<file path="config.mk">
export PLATFORM = sky130hd
export DESIGN_NAME = port_encode
export DESIGN_NICKNAME = d
export VERILOG_FILES = /design/src/rtl/port_encode_pkg.sv /design/src/rtl/port_encode_prio_enc.sv /design/src/rtl/port_encode.sv
export SDC_FILE = /design/constraint.sdc
export NUM_CORES = 1
export LEC_CHECK = 0
export BUFFER_PORTS_ARGS = -buffer_cell sky130_fd_sc_hd__buf_2
export CORE_ASPECT_RATIO = 0.8
export CORE_MARGIN = 5
export CORE_UTILIZATION = 30
export CTS_BUF_LIST = sky130_fd_sc_hd__clkbuf_8
export DETAILED_ROUTE_END_ITERATION = 6
export MAX_ROUTING_LAYER = met4
export PLACE_DENSITY_LB_ADDON = 0.2
export SLEW_MARGIN = 10
export SYNTH_ARGS = -nofsm -noshare
export SYNTH_HDL_FRONTEND = slang
export SYNTH_SLANG_ARGS = --single-unit
</file>
<file path="constraint.sdc">
create_clock -name clk -period 2.1 [get_ports clk]
set_input_delay 0 -clock clk [delete_from_list [all_inputs] [get_ports clk]]
set_output_delay 0 -clock clk [all_outputs]
set_load 0.02 [all_outputs]
</file>
<file path="src/rtl/port_encode_pkg.sv">
// Shared I/O map for port_encode: port address defaults,
// vector format and interrupt state encodings.
package port_encode_pkg;

  localparam logic [7:0] BASE_PORT_DEF = 8'h00;
  localparam logic [7:0] VEC_PORT_DEF  = 8'h10;
  localparam logic [7:0] MASK_PORT_DEF = 8'h11;
  localparam logic [7:0] PEND_PORT_DEF = 8'h12;

  localparam logic [4:0] VEC_HI = 5'b1_0000;

  typedef enum logic {
    IDLE       = 1'b0,
    IN_SERVICE = 1'b1
  } state_t;

endpackage

</file>
<file path="src/rtl/port_encode_prio_enc.sv">
// Lowest-index-first priority encoder for the
// masked pending interrupt bits.
module irq_prio_enc (
  input  logic [7:0] req,
  output logic [2:0] idx,
  output logic       any
);

  always_comb begin
    idx = 3'd0;
    any = |req;
    for (int i = 7; i >= 0; i--) begin
      if (req[i]) idx = 3'(i);
    end
  end

endmodule

</file>
<file path="src/rtl/port_encode.sv">
// Port-mapped read mux plus an 8-source interrupt
// controller with a vector register and enable mask.
module port_encode
  import port_encode_pkg::*;
#(
  parameter logic [7:0] BASE_PORT = BASE_PORT_DEF,
  parameter logic [7:0] VEC_PORT  = VEC_PORT_DEF,
  parameter logic [7:0] MASK_PORT = MASK_PORT_DEF,
  parameter logic [7:0] PEND_PORT = PEND_PORT_DEF
) (
  input  logic        clk,
  input  logic        reset,
  input  logic [7:0]  port_id,
  input  logic        rd_strobe,
  input  logic        wr_strobe,
  input  logic [7:0]  out_port,
  input  logic [63:0] src_data,
  input  logic [7:0]  irq_req,
  input  logic        interrupt_ack,
  output logic [7:0]  in_port,
  output logic        interrupt
);

  state_t     state;
  logic [7:0] mask;
  logic [7:0] pending;
  logic [7:0] vector;
  logic [7:0] masked;
  logic [2:0] idx;
  logic       any;
  logic [7:0] off;
  logic [7:0] rd_sel;
  logic       vec_rd;
  logic [7:0] clr;

  assign masked = pending & mask;
  assign off    = port_id - BASE_PORT;
  assign vec_rd = rd_strobe && (port_id == VEC_PORT);
  assign clr    = (state == IN_SERVICE && vec_rd)
                ? (8'b1 << vector[2:0]) : 8'h00;

  irq_prio_enc u_enc (
    .req (masked),
    .idx (idx),
    .any (any)
  );

  always_comb begin
    rd_sel = 8'h00;
    if (port_id == VEC_PORT)
      rd_sel = vector;
    else if (port_id == MASK_PORT)
      rd_sel = mask;
    else if (port_id == PEND_PORT)
      rd_sel = pending;
    else if (off[7:3] == 5'd0)
      rd_sel = src_data[{off[2:0], 3'b000} +: 8];
  end

  always_ff @(posedge clk) begin
    if (reset) begin
      state     <= IDLE;
      mask      <= 8'h00;
      pending   <= 8'h00;
      vector    <= 8'h00;
      in_port   <= 8'h00;
      interrupt <= 1'b0;
    end else begin
      in_port <= rd_sel;
      if (wr_strobe && port_id == MASK_PORT)
        mask <= out_port;
      // a new request beats the acknowledge-read clear
      pending <= (pending & ~clr) | irq_req;
      unique case (state)
        IDLE: begin
          if (interrupt_ack) begin
            vector <= any ? {VEC_HI, idx} : 8'h00;
          end
          if (interrupt_ack && any) begin
            state     <= IN_SERVICE;
            interrupt <= 1'b0;
          end else begin
            interrupt <= any;
          end
        end
        IN_SERVICE: begin
          interrupt <= 1'b0;
          if (vec_rd) begin
            vector <= 8'h00;
            state  <= IDLE;
          end
        end
        default: state <= IDLE;
      endcase
    end
  end

endmodule

</file>
==> results of run 1 <==
-- layout by cell type, fill, tap and decap left out, types with 2 or more instances in the layout --
| cell | n |
|---|---|
| nor2_1 | 29 |
| nand4_1 | 5 |
| nand3_1 | 6 |
| and3_1 | 2 |
| nor4_4 | 2 |
| mux2i_1 | 30 |
| clkbuf_8 | 5 |
| a31oi_1 | 4 |
| a311oi_1 | 6 |
| o21ai_0 | 6 |
| o32ai_1 | 3 |
| clkinv_2 | 2 |
| buf_2 | 101 |
| a22oi_1 | 8 |
| dlygate4sd3_1 | 12 |
| mux4_2 | 8 |
| a21o_2 | 2 |
| a21oi_1 | 5 |
| a32oi_1 | 2 |
| inv_1 | 3 |
| a211oi_1 | 3 |
| nand2b_1 | 3 |
| nor3b_1 | 2 |
| dfxtp_1 | 30 |
| nand2_1 | 16 |
| nor2b_1 | 9 |
-- kinds of logic (layout without fill, tap and decap cells) --
family	after synthesis	in the layout	synth area share [%]
buffers and inverters	14	124	3.83
and+or+nand+nor	84	84	23.8
DFF	30	30	30.7
AOI/OAI and AO/OA	45	45	17.2
muxes	38	38	24.5
-- worst min path at each step --
stage,from,to,slack (ns),depth (start not counted)
3_5_place_dp,out_port[3],mask[3],0.24,3
3_3_place_gp,out_port[7],mask[7],0.24,3
5_1_grt,irq_req[5],pending[5],0.005,3
2_1_floorplan,out_port[0],mask[0],0.14,2
4_1_cts,irq_req[5],pending[5],0.001,3
6_report,irq_req[5],pending[5],0.002,3
-- what timing repair did --
action / 4_1_cts / 5_1_grt
setup buffers: 0 / 0
hold buffers: 12 / 0
hold endpoints to repair: 12 / 0
-- flip-flops by register name, indices dropped and copies added (netlist names) --
name	flops
in_port	8
interrupt	1
mask	8
pending	8
state	1
vector	4
-- metal layers --
layer  track usage [%]  part of all wire, %
met2              24.8                   47
met5                 -                    0
met1              18.6                   46
met4              3.36                 0.64
met3              4.62                  5.8
-- worst register-to-register path: cells and delay by family (launching register included) --
kind / cells / cell delay [ns]
AO/OA/AOI/OAI: 2 / 0.60
flip-flops: 1 / 0.35
AND/OR/NAND/NOR: 2 / 0.38
-- power by group --
group,leakage (nW),switching [W],total (W),internal (W)
Combinational,0.985,0.000113,0.000260,0.000147
Sequential,0.244,0.0000142,0.000596,0.000582
Clock,0.0438,0.000217,0.000439,0.000222
Total,1.27,0.000344,0.00129,0.000950
-- through the flow --
step	instances	area [um^2]	total power [W]	utilization, %	hold slack, ns
6_report	405	2710	0.00129	42.5	0.00246
5_1_grt	405	2710	0.00137	42.5	0.00547
4_1_cts	405	2710	0.00131	42.5	0.00123
3_5_place_dp	386	2510	0.000855	39.4	0.240
3_3_place_gp	386	2510	0.000851	39.4	0.243
2_1_floorplan	211	1960	0.000741	-	0.144
-- Yosys cell counts (4+ instances only) --
| master | n | area (um^2) |
|---|---|---|
| dfxtp_1 | 30 | 601 |
| mux2i_1 | 30 | 300 |
| nor2_1 | 29 | 109 |
| nand2_1 | 16 | 60.1 |
| nor2b_1 | 9 | 56.3 |
| a22oi_1 | 8 | 60.1 |
| mux4_2 | 8 | 180 |
| a311oi_1 | 6 | 52.6 |
| nand3_1 | 6 | 30.0 |
| o21ai_0 | 6 | 30.0 |
| a21oi_1 | 5 | 25.0 |
| nand4_1 | 5 | 31.3 |
| a31oi_1 | 4 | 25.0 |
| clkbuf_1 | 4 | 15.0 |
-- final cells by class --
class | instances | area (um^2)
Clock buffer | 5 | 68.8
Clock inverter | 2 | 10.0
Fill cell | 674 | 3660
Inverter | 3 | 11.3
Multi-Input combinational cell | 167 | 1280
Sequential cell | 30 | 601
Tap cell | 84 | 105
Timing Repair Buffer | 114 | 633
==> summary.md, run 1 <==
| Metric | Value |
|---|---|
| Post-CTS resize count | `0` |
| Largest net degree at the start of global routing | `25` |
| Achievable Freq | `roughly 690 MHz` |
| Worst Setup End Kind | `flop` |
| Setup crit start kind | `flop` |
| Initial DRC count | `95` |
| DIE AREA | `a little over 8000 um^2` |
| Core area | `roughly 6400 um^2` |
| Vias/cell | `4.98` |
| Post-Route WL | `roughly 6.0 mm` |
| Worst-case reg-to-reg path depth | `4` |
| Number of enable flip-flop cells after synthesis | `0` |
| CP Capture Point | `vector[0]` |
| Fin crit share | `between 60% and 70%` |
| CP Max Fanout | `4` |
| CTS tree | `done` |
| Pwr dens | `477 nW/um^2` |
| DP HPWL | `slightly below 5 mm` |
| FF-to-FF Start | `mask[5]` |
| Critical path type | `reg -> reg` |
| Max IR drop VDD | `209 uV` |
| RD Place Congestion | `around 0.82` |
| Worst Slack Setup Final | `0.649 ns` |
| Post-synth cell types | `42` |
| Post-Syn Area | `between 1500 and 2000 um^2` |
| Source of the critical timing path | `mask[5]` |
| Initial Utilization | `a little under a third` |
| Setup violators final | `0` |
| Die H | `82.3 um` |
| Layout Skew | `roughly 0.0077 ns` |
| Hold Fails Final Rpt | `0` |
| Final Max Tran Viols | `0` |
| DRT Pass-1 Iters | `5` |
| I/O Pins | `102` |
| CP max-delay cell | `dfxtp_1` |
| Num CTS Buffers | `5` |
| Static Leak | `1.27 nW` |
| Initial antenna violation count | `0` |
| Count of mapped cells out of synthesis | `211` |
| Pre-CTS setup slack | `~0.55 ns` |
| Final Critical Period | `~1.5 ns` |
| Ant diodes | `0` |
| Unrepaired setup endpoints after global routing | `no` |
| Worst slew margin | `69.3%` |
| Worst path depth | `4` |
| Cell family with most CP delay | `compound AO/OA/AOI/OAI gates` |
| R2R Path End | `vector[0]` |
| FF+latch count, synth | `30` |
| First-pass GRT wire length | `~9.6 mm` |
| Buf/Inv on CP | `0` |
| Max cap viols | `0` |
| Flop2flop setup slack | `0.65 ns` |
| Ys Warns | `0` |
| Slew @ Worst Pin | `between 0.4 and 0.5 ns` |
| Critical path arrival | `roughly 1.6 ns` |
| PortBufs | `101` |
| Min-delay worst type | `in -> reg` |
| DRC | `0` |
| Syn_nets | `304` |
| CTS Buffer Depth | `2` |
| CP cell instances | `a22oi_1, nand4_1, and3_1, a32o_1` |
| Number of vias in the routed layout | `between 2000 and 2500` |
| H-tree depth | `2` |
| Status | `completed` |
| Gr usage total | `between 10% and 20%` |
| GRT overflow | `0` |
| Crit path largest cell delay | `about 0.35 ns` |
| Row count | `26` |
| CP required | `between 2 and 2.5 ns` |
| Sinks on Clock Net | `30` |
| Clk root buf | `clkbuf_8` |
| Fraction of layout cells with a size suffix above 1 | `approximately 40%` |
| Layout area overhead | `38.4%` |
| Worst skew pair latency | `between 0.2 and 0.3 ns` |
| Die width | `approximately 100 um` |
| Seq/Total Area, Yosys | `a little under a third` |
| Clk slew on worst S/H paths | `0.06 ns` |
| Async SR Flop Fraction | `0%` |
| Post-route ant nets | `0` |
| Post-synth top flop | `dfxtp_1` |
| Vias in the first global route | `just over 2000` |
| Avg Cell Area, Syn | `around 9.3 um^2` |
| Net count, final | `between 400 and 500` |
| Total negative slack | `0 ns` |
| DR WL/cell | `14.7 um` |
Note: power is estimated with default switching activity, not from simulation.
==> run 2: changes to the inputs <==
ABC_AREA = 1   (was unset)
clock period = 1.5 ns   (was 2.1 ns; I/O delays follow)
==> summary.md, run 2 <==
| Metric | Value |
|---|---|
| Status | `completed` |
| Static Leak | `1.53 nW (+20%)` |
| CTS tree | `done` |
| PortBufs | `101 (unchanged)` |
| Sinks on Clock Net | `30 (unchanged)` |
| Number of enable flip-flop cells after synthesis | `0 (unchanged)` |
| Critical path type | `reg -> reg` |
| RD Place Congestion | `0.853 (+3.5%)` |
| Synth top cells by count | `nand2_1, nor2_1, inv_1` |
| Biggest area consumer among synthesized cells | `dfxtp_1` |
| Worst Slack Setup Final | `0.326 ns (-0.323 ns)` |
| Regs by FF count | `in_port (8), mask (8), pending (8)` |
| Top post-synthesis cells by area | `dfxtp_1, nand2_1, nor2_1, nand3_1, o21ai_0` |
| Synth Area in Compound Gates | `16.7% (-0.45 points)` |
| DIE AREA | `9040 um^2 (+9.5%)` |
| Share of Yosys cell area claimed by the top area cell type | `27.7% (-3.0 points)` |
| DP HPWL | `5.81 mm (+21%)` |
| Non-filler cells, final | `569 (+40%)` |
| Max IR drop VDD | `369 uV (+76%)` |
| Worst-case reg-to-reg path depth | `6 (+2)` |
| Setup violators final | `0 (unchanged)` |
| Most common cell after layout, fill and taps aside | `buf_2` |
| Num CTS Buffers | `5 (unchanged)` |
| Fin crit share | `78.2% (+9.2 points)` |
| Main combinational cell family by area after synthesis | `simple AND/OR/NAND/NOR gates` |
| Initial DRC count | `125 (+32%)` |
| CP required | `1.70 ns (-0.57 ns)` |
| Number of vias in the routed layout | `2653 (+32%)` |
| Initial antenna violation count | `0 (unchanged)` |
| Fillers | `787 (+17%)` |
| Avg Cell Area, Syn | `5.86 um^2 (-37%)` |
| Min-delay worst type | `in -> reg` |
| H-tree depth | `2 (unchanged)` |
| Worst Setup End Kind | `flop` |
| Most frequent cells in the layout | `buf_2, nand2_1, nor2_1, inv_1` |
| Hold path cells | `3 (unchanged)` |
| CP Max Fanout | `3 (-1)` |
| Vias/cell | `4.66 (-6.4%)` |
| Worst slew margin | `64.3% (-5.0 points)` |
| Post-Syn Area | `2170 um^2 (+11%)` |
| Post-Synth Simple-Gate Area | `42.1% (+18 points)` |
| Critical path arrival | `1.37 ns (-0.25 ns)` |
| Fraction of layout cells with a size suffix above 1 | `27.0% (-13 points)` |
| Top-count cell post-synth | `nand2_1` |
| Layout area overhead | `35.1%` |
| Flop2flop setup slack | `0.33 ns (-0.32 ns)` |
| Pre-CTS setup slack | `0.152 ns (-0.397 ns)` |
| DR WL/cell | `12.6 um (-14%)` |
| FF-to-FF Start | `mask[5]` |
| DRC | `0 (unchanged)` |
| R2R Path End | `vector[1]` |
| Setup bufs post-CTS | `0 (unchanged)` |
| Slew @ Worst Pin | `0.531 ns (+0.0711 ns)` |
| Hold Fails Final Rpt | `0 (unchanged)` |
| Die H | `86.1 um (+4.6%)` |
| Source of the critical timing path | `mask[5]` |
| Final Max Tran Viols | `0 (unchanged)` |
| Seq/Total Area, Yosys | `27.7% (-3.0 points)` |
| Die width | `105 um (+4.7%)` |
| DRT Pass-1 Iters | `4 (-1)` |
| Post-synth top flop | `dfxtp_1` |
| Worst skew pair latency | `0.28 ns (about the same)` |
| CP Capture Point | `vector[1]` |
| First-pass GRT wire length | `11.5 mm (+20%)` |
| GRT overflow | `0 (unchanged)` |
| Hold_buf cts | `12 (unchanged)` |
| Gr usage total | `15.9% (+0.72 points)` |
| Total negative slack | `0 ns (unchanged)` |
| Core area | `6960 um^2 (+9.1%)` |
| I/O Pins | `102 (unchanged)` |
| Final Critical Period | `1.17 ns (-0.277 ns)` |
| Net count, final | `574 (+39%)` |
| Setup crit start kind | `flop` |
| Ant diodes | `0 (unchanged)` |
| Post-CTS resize count | `0 (unchanged)` |
| Vias in the first global route | `2428 (+17%)` |
| Post-route ant nets | `0 (unchanged)` |
| FF+latch count, synth | `30 (unchanged)` |
| Unrepaired setup endpoints after global routing | `no` |
| Post-Route WL | `7.18 mm (+21%)` |
| Utilization after layout | `42.1% (-0.42 points)` |
| Row count | `27 (+3.8%)` |
| Layout Skew | `0.00708 ns (-0.000663 ns)` |
| Clk root buf | `clkbuf_8` |
| Max cap viols | `0 (unchanged)` |
| Mux contribution to synthesized area | `0% (-25 points)` |
| Post-synthesis adder-cell area fraction | `0% (unchanged)` |
| Largest net degree at the start of global routing | `24 (-4.0%)` |
| Clk slew on worst S/H paths | `0.07 ns (about the same)` |
| CTS Buffer Depth | `2 (unchanged)` |
| Async SR Flop Fraction | `0% (unchanged)` |
| Post-Synth XOR/XNOR Area | `0% (unchanged)` |
| Pwr dens | `646 nW/um^2 (+35%)` |
| Dpl cells | `549 (+42%)` |
| Syn_nets | `463 (+52%)` |
| Count of mapped cells out of synthesis | `370 (+75%)` |
| Ys Warns | `0 (unchanged)` |
| Post-synth cell types | `25 (-40%)` |
| Achievable Freq | `852 MHz (+24%)` |
| Initial Utilization | `31.2% (+0.45 points)` |
[run 2: cell count changes after synthesis, moves of 28 or more]
cell,delta
inv_1,+41
mux2i_1,-30
nand2_1,+78
nand3_1,+31
nor2_1,+28
o21ai_0,+31
[run 2: metrics by stage]
step	hold WS, ns	power [W]	area (um^2)
floorplan	0.0691	0.00106	2170
global placement	0.208	0.00123	2720
detailed placement	0.206	0.00123	2720
CTS	0.00100	0.00192	2930
global route	0.0190	0.00201	2930
finish	0.00202	0.00189	2930
[run 2: how the worst min path moves through the flow]
stage,startpoint,endpoint
final,out_port[1],mask[1]
after global routing,out_port[3],mask[3]
after CTS,out_port[1],mask[1]
after detailed placement,interrupt_ack,interrupt
after global placement,interrupt_ack,interrupt
after floorplan,reset,pending[0]
[run 2: logic make-up after synthesis]
logic type | after synthesis
flops | 30
simple gates | 206
compound gates | 71
buf+inv | 63
[run 2: cell type report]
class | instances | area, um^2 | share of cell area, %
Clock inverter | 2 | 8.76 | 0.299
Tap cell | 87 | 109 | 3.71
Inverter | 47 | 176 | 6.02
Clock buffer | 6 | 82.6 | 2.82
Timing Repair Buffer | 120 | 678 | 23.1
Sequential cell | 30 | 601 | 20.5
Multi-Input combinational cell | 277 | 1280 | 43.5
[run 2: worst max-delay path, cell delays in order (launching register included)]
cell,delay [ns]
dfxtp_1,0.40
nand2_1,0.11
nand2_1,0.10
nor2_1,0.05
nand2_1,0.09
nand3_1,0.13
o31ai_1,0.21
[run 2: where the power goes]
part / internal, W / total (W) / switching [W]
logic: 0.000193 / 0.000402 / 0.000209
registers: 0.000817 / 0.000835 / 0.0000185
clock network: 0.000362 / 0.000656 / 0.000294
[run 2: metal layers]
| layer | track usage (%) | routed length, um |
|---|---|---|
| met1 | 20.2 | 3290 |
| met3 | 3.76 | 401 |
| met5 | - | 0 |
| met4 | 5.34 | 137 |
| met2 | 24.9 | 3350 |
==> run 3: changes to the inputs <==
clock period = 1.18 ns   (was 1.5 ns; I/O delays follow)
==> summary.md, run 3 (same netlist as run 2, synthesis figures left out) <==
| Metric | Value |
|---|---|
| Pre-CTS setup slack | `-0.111 ns (-0.263 ns)` |
| CTS tree | `done` |
| Utilization after layout | `45.4% (+3.2 points)` |
| Max cap viols | `0 (unchanged)` |
| Worst Setup End Kind | `flop` |
| Buf/Inv on CP | `1 (+1)` |
| Critical path type | `reg -> reg` |
| First-pass GRT wire length | `11.9 mm (+3.7%)` |
| Regs by FF count | `in_port (8), mask (8), pending (8)` |
| Initial DRC count | `106 (-15%)` |
| I/O Pins | `102 (unchanged)` |
| PortBufs | `101 (unchanged)` |
| Worst skew pair latency | `0.29 ns (about the same)` |
| Setup bufs post-CTS | `0 (unchanged)` |
| Vias/cell | `4.64 (-0.58%)` |
| DIE AREA | `9040 um^2 (unchanged)` |
| Slew @ Worst Pin | `0.456 ns (-0.0749 ns)` |
| Ant diodes | `0 (unchanged)` |
| CP required | `1.40 ns (-0.30 ns)` |
| Met2 routed WL | `3.36 mm (about the same)` |
| CTS Buffer Depth | `2 (unchanged)` |
| Source of the critical timing path | `state` |
| Worst-case reg-to-reg path depth | `5 (-1)` |
| Final Cell Area | `3160 um^2 (+7.7%)` |
| Worst slew margin | `69.6% (+5.2 points)` |
| Post-Route WL | `7.34 mm (+2.2%)` |
| RD Place Congestion | `0.866 (+1.5%)` |
| FF-to-FF Start | `state` |
| Clk root buf | `clkbuf_8` |
| Row count | `27 (unchanged)` |
| Die H | `86.1 um (unchanged)` |
| CP Max Fanout | `4 (+1)` |
| Max Used Layer | `met4` |
| Max IR drop VDD | `505 uV (+37%)` |
| Layout Skew | `0.0137 ns (+0.00667 ns)` |
| Hold path cells | `3 (unchanged)` |
| Largest net degree at the start of global routing | `24 (unchanged)` |
| Worst path depth | `5 (-1)` |
| Setup violators final | `0 (unchanged)` |
| Net count, final | `595 (+3.7%)` |
| Num CTS Buffers | `5 (unchanged)` |
| Cell family with most CP delay | `flip-flops` |
| Hold path startpoint | `out_port[0]` |
| GRT overflow | `0 (unchanged)` |
| Final hold slack | `0.0107 ns (+0.00871 ns)` |
| Gr usage total | `16.5% (+0.60 points)` |
| DRT Pass-1 Iters | `4 (unchanged)` |
| Crit path largest cell delay | `0.35 ns (-0.05 ns)` |
| Core area | `6960 um^2 (unchanged)` |
| DR WL/cell | `12.4 um (-1.4%)` |
| Post-route ant nets | `0 (unchanged)` |
| Hold Fails Final Rpt | `0 (unchanged)` |
| Number of vias in the routed layout | `2735 (+3.1%)` |
| CP max-delay cell | `dfxtp_1` |
| Fraction of layout cells with a size suffix above 1 | `31.6% (+4.6 points)` |
| CP cell instances | `inv_1, nand2_1, nor3_1, o21ai_0, a21oi_1` |
| Most frequent cells in the layout | `buf_2, nand2_1, nor2_1, inv_1, o21ai_0` |
| H-tree depth | `2 (unchanged)` |
| Post-DP Area | `2910 um^2 (+7.0%)` |
| Pwr dens | `838 nW/um^2 (+30%)` |
| Min-delay worst type | `in -> reg` |
| Final Critical Period | `1.10 ns (-0.0693 ns)` |
| Final Max Tran Viols | `0 (unchanged)` |
| Initial antenna violation count | `0 (unchanged)` |
| Static Leak | `1.65 nW (+8.1%)` |
| Vias in the first global route | `2542 (+4.7%)` |
| Initial Utilization | `31.2% (unchanged)` |
| Status | `completed` |
| Die width | `105 um (unchanged)` |
| Sinks on Clock Net | `30 (unchanged)` |
| Wl on met1 | `3.49 mm (+6.0%)` |
| Unrepaired setup endpoints after global routing | `no` |
| Clk slew on worst S/H paths | `0.07 ns (about the same)` |
| Most common cell after layout, fill and taps aside | `buf_2` |
| Achievable Freq | `905 MHz (+6.3%)` |
| Fin crit share | `93.6% (+15 points)` |
| Layout area overhead | `45.5%` |
| Worst Slack Setup Final | `0.0756 ns (-0.251 ns)` |
| Setup crit start kind | `flop` |
| Critical path arrival | `1.32 ns (-0.05 ns)` |
| Met3 wire len | `393 um (-2.0%)` |
| DRC | `0 (unchanged)` |
| DP HPWL | `6.04 mm (+3.9%)` |
| Total negative slack | `0 ns (unchanged)` |
## run 3: cell types whose count changed in the layout (fill, tap and decap cells not counted), sizes merged
cell	before	now
buf	108	130
bufinv	0	1
clkbuf	6	5
clkinv	1	0
dlygate4sd3	12	11
inv	48	49
## run 3: what timing repair did
item                       4_1_cts  5_1_grt
setup endpoints to repair        0        6
hold endpoints to repair        11        0
hold buffers                    11        0
resized for setup                0        9
## run 3: worst register-to-register path: cells and delay by family (launching register included)
kind | cells | cell delay, ns
simple gates | 2 | 0.32
flops | 1 | 0.35
buf+inv | 1 | 0.12
compound gates | 2 | 0.26
## run 3: final timing paths
path                             endpoint  slack, ns
worst max-delay path            vector[2]       0.08
worst min-delay path              mask[0]       0.01
worst max register to register  vector[2]       0.08
worst min register to register    mask[7]       0.46
## run 3: metrics by stage
| stage | instances | total power (W) |
|---|---|---|
| floorplan | 370 | 0.00135 |
| global placement | 571 | 0.00162 |
| detailed placement | 571 | 0.00162 |
| CTS | 590 | 0.00265 |
| global route | 590 | 0.00279 |
| finish | 590 | 0.00264 |
## run 3: final cells by class
cell class | count | area (um^2)
Inverter | 47 | 176
Clock inverter | 3 | 37.5
Clock buffer | 5 | 68.8
Multi-Input combinational cell | 277 | 1300
Fill cell | 771 | 3800
Sequential cell | 30 | 603
Tap cell | 87 | 109
Timing Repair Buffer | 141 | 858
## run 3: power breakdown
group | leakage [nW] | total, W | internal (W) | switching (W)
combinational | 1.35 | 0.000572 | 0.000289 | 0.000283
clock | 0.0607 | 0.00102 | 0.000614 | 0.000403
sequential | 0.245 | 0.00106 | 0.00104 | 0.0000178
## run 3: layer usage
layer,GRT usage (%),up-vias
met2,26.3,63
met3,3.54,13
met5,-,-
met4,4.07,0
met1,21.3,1206
li1,-,1453
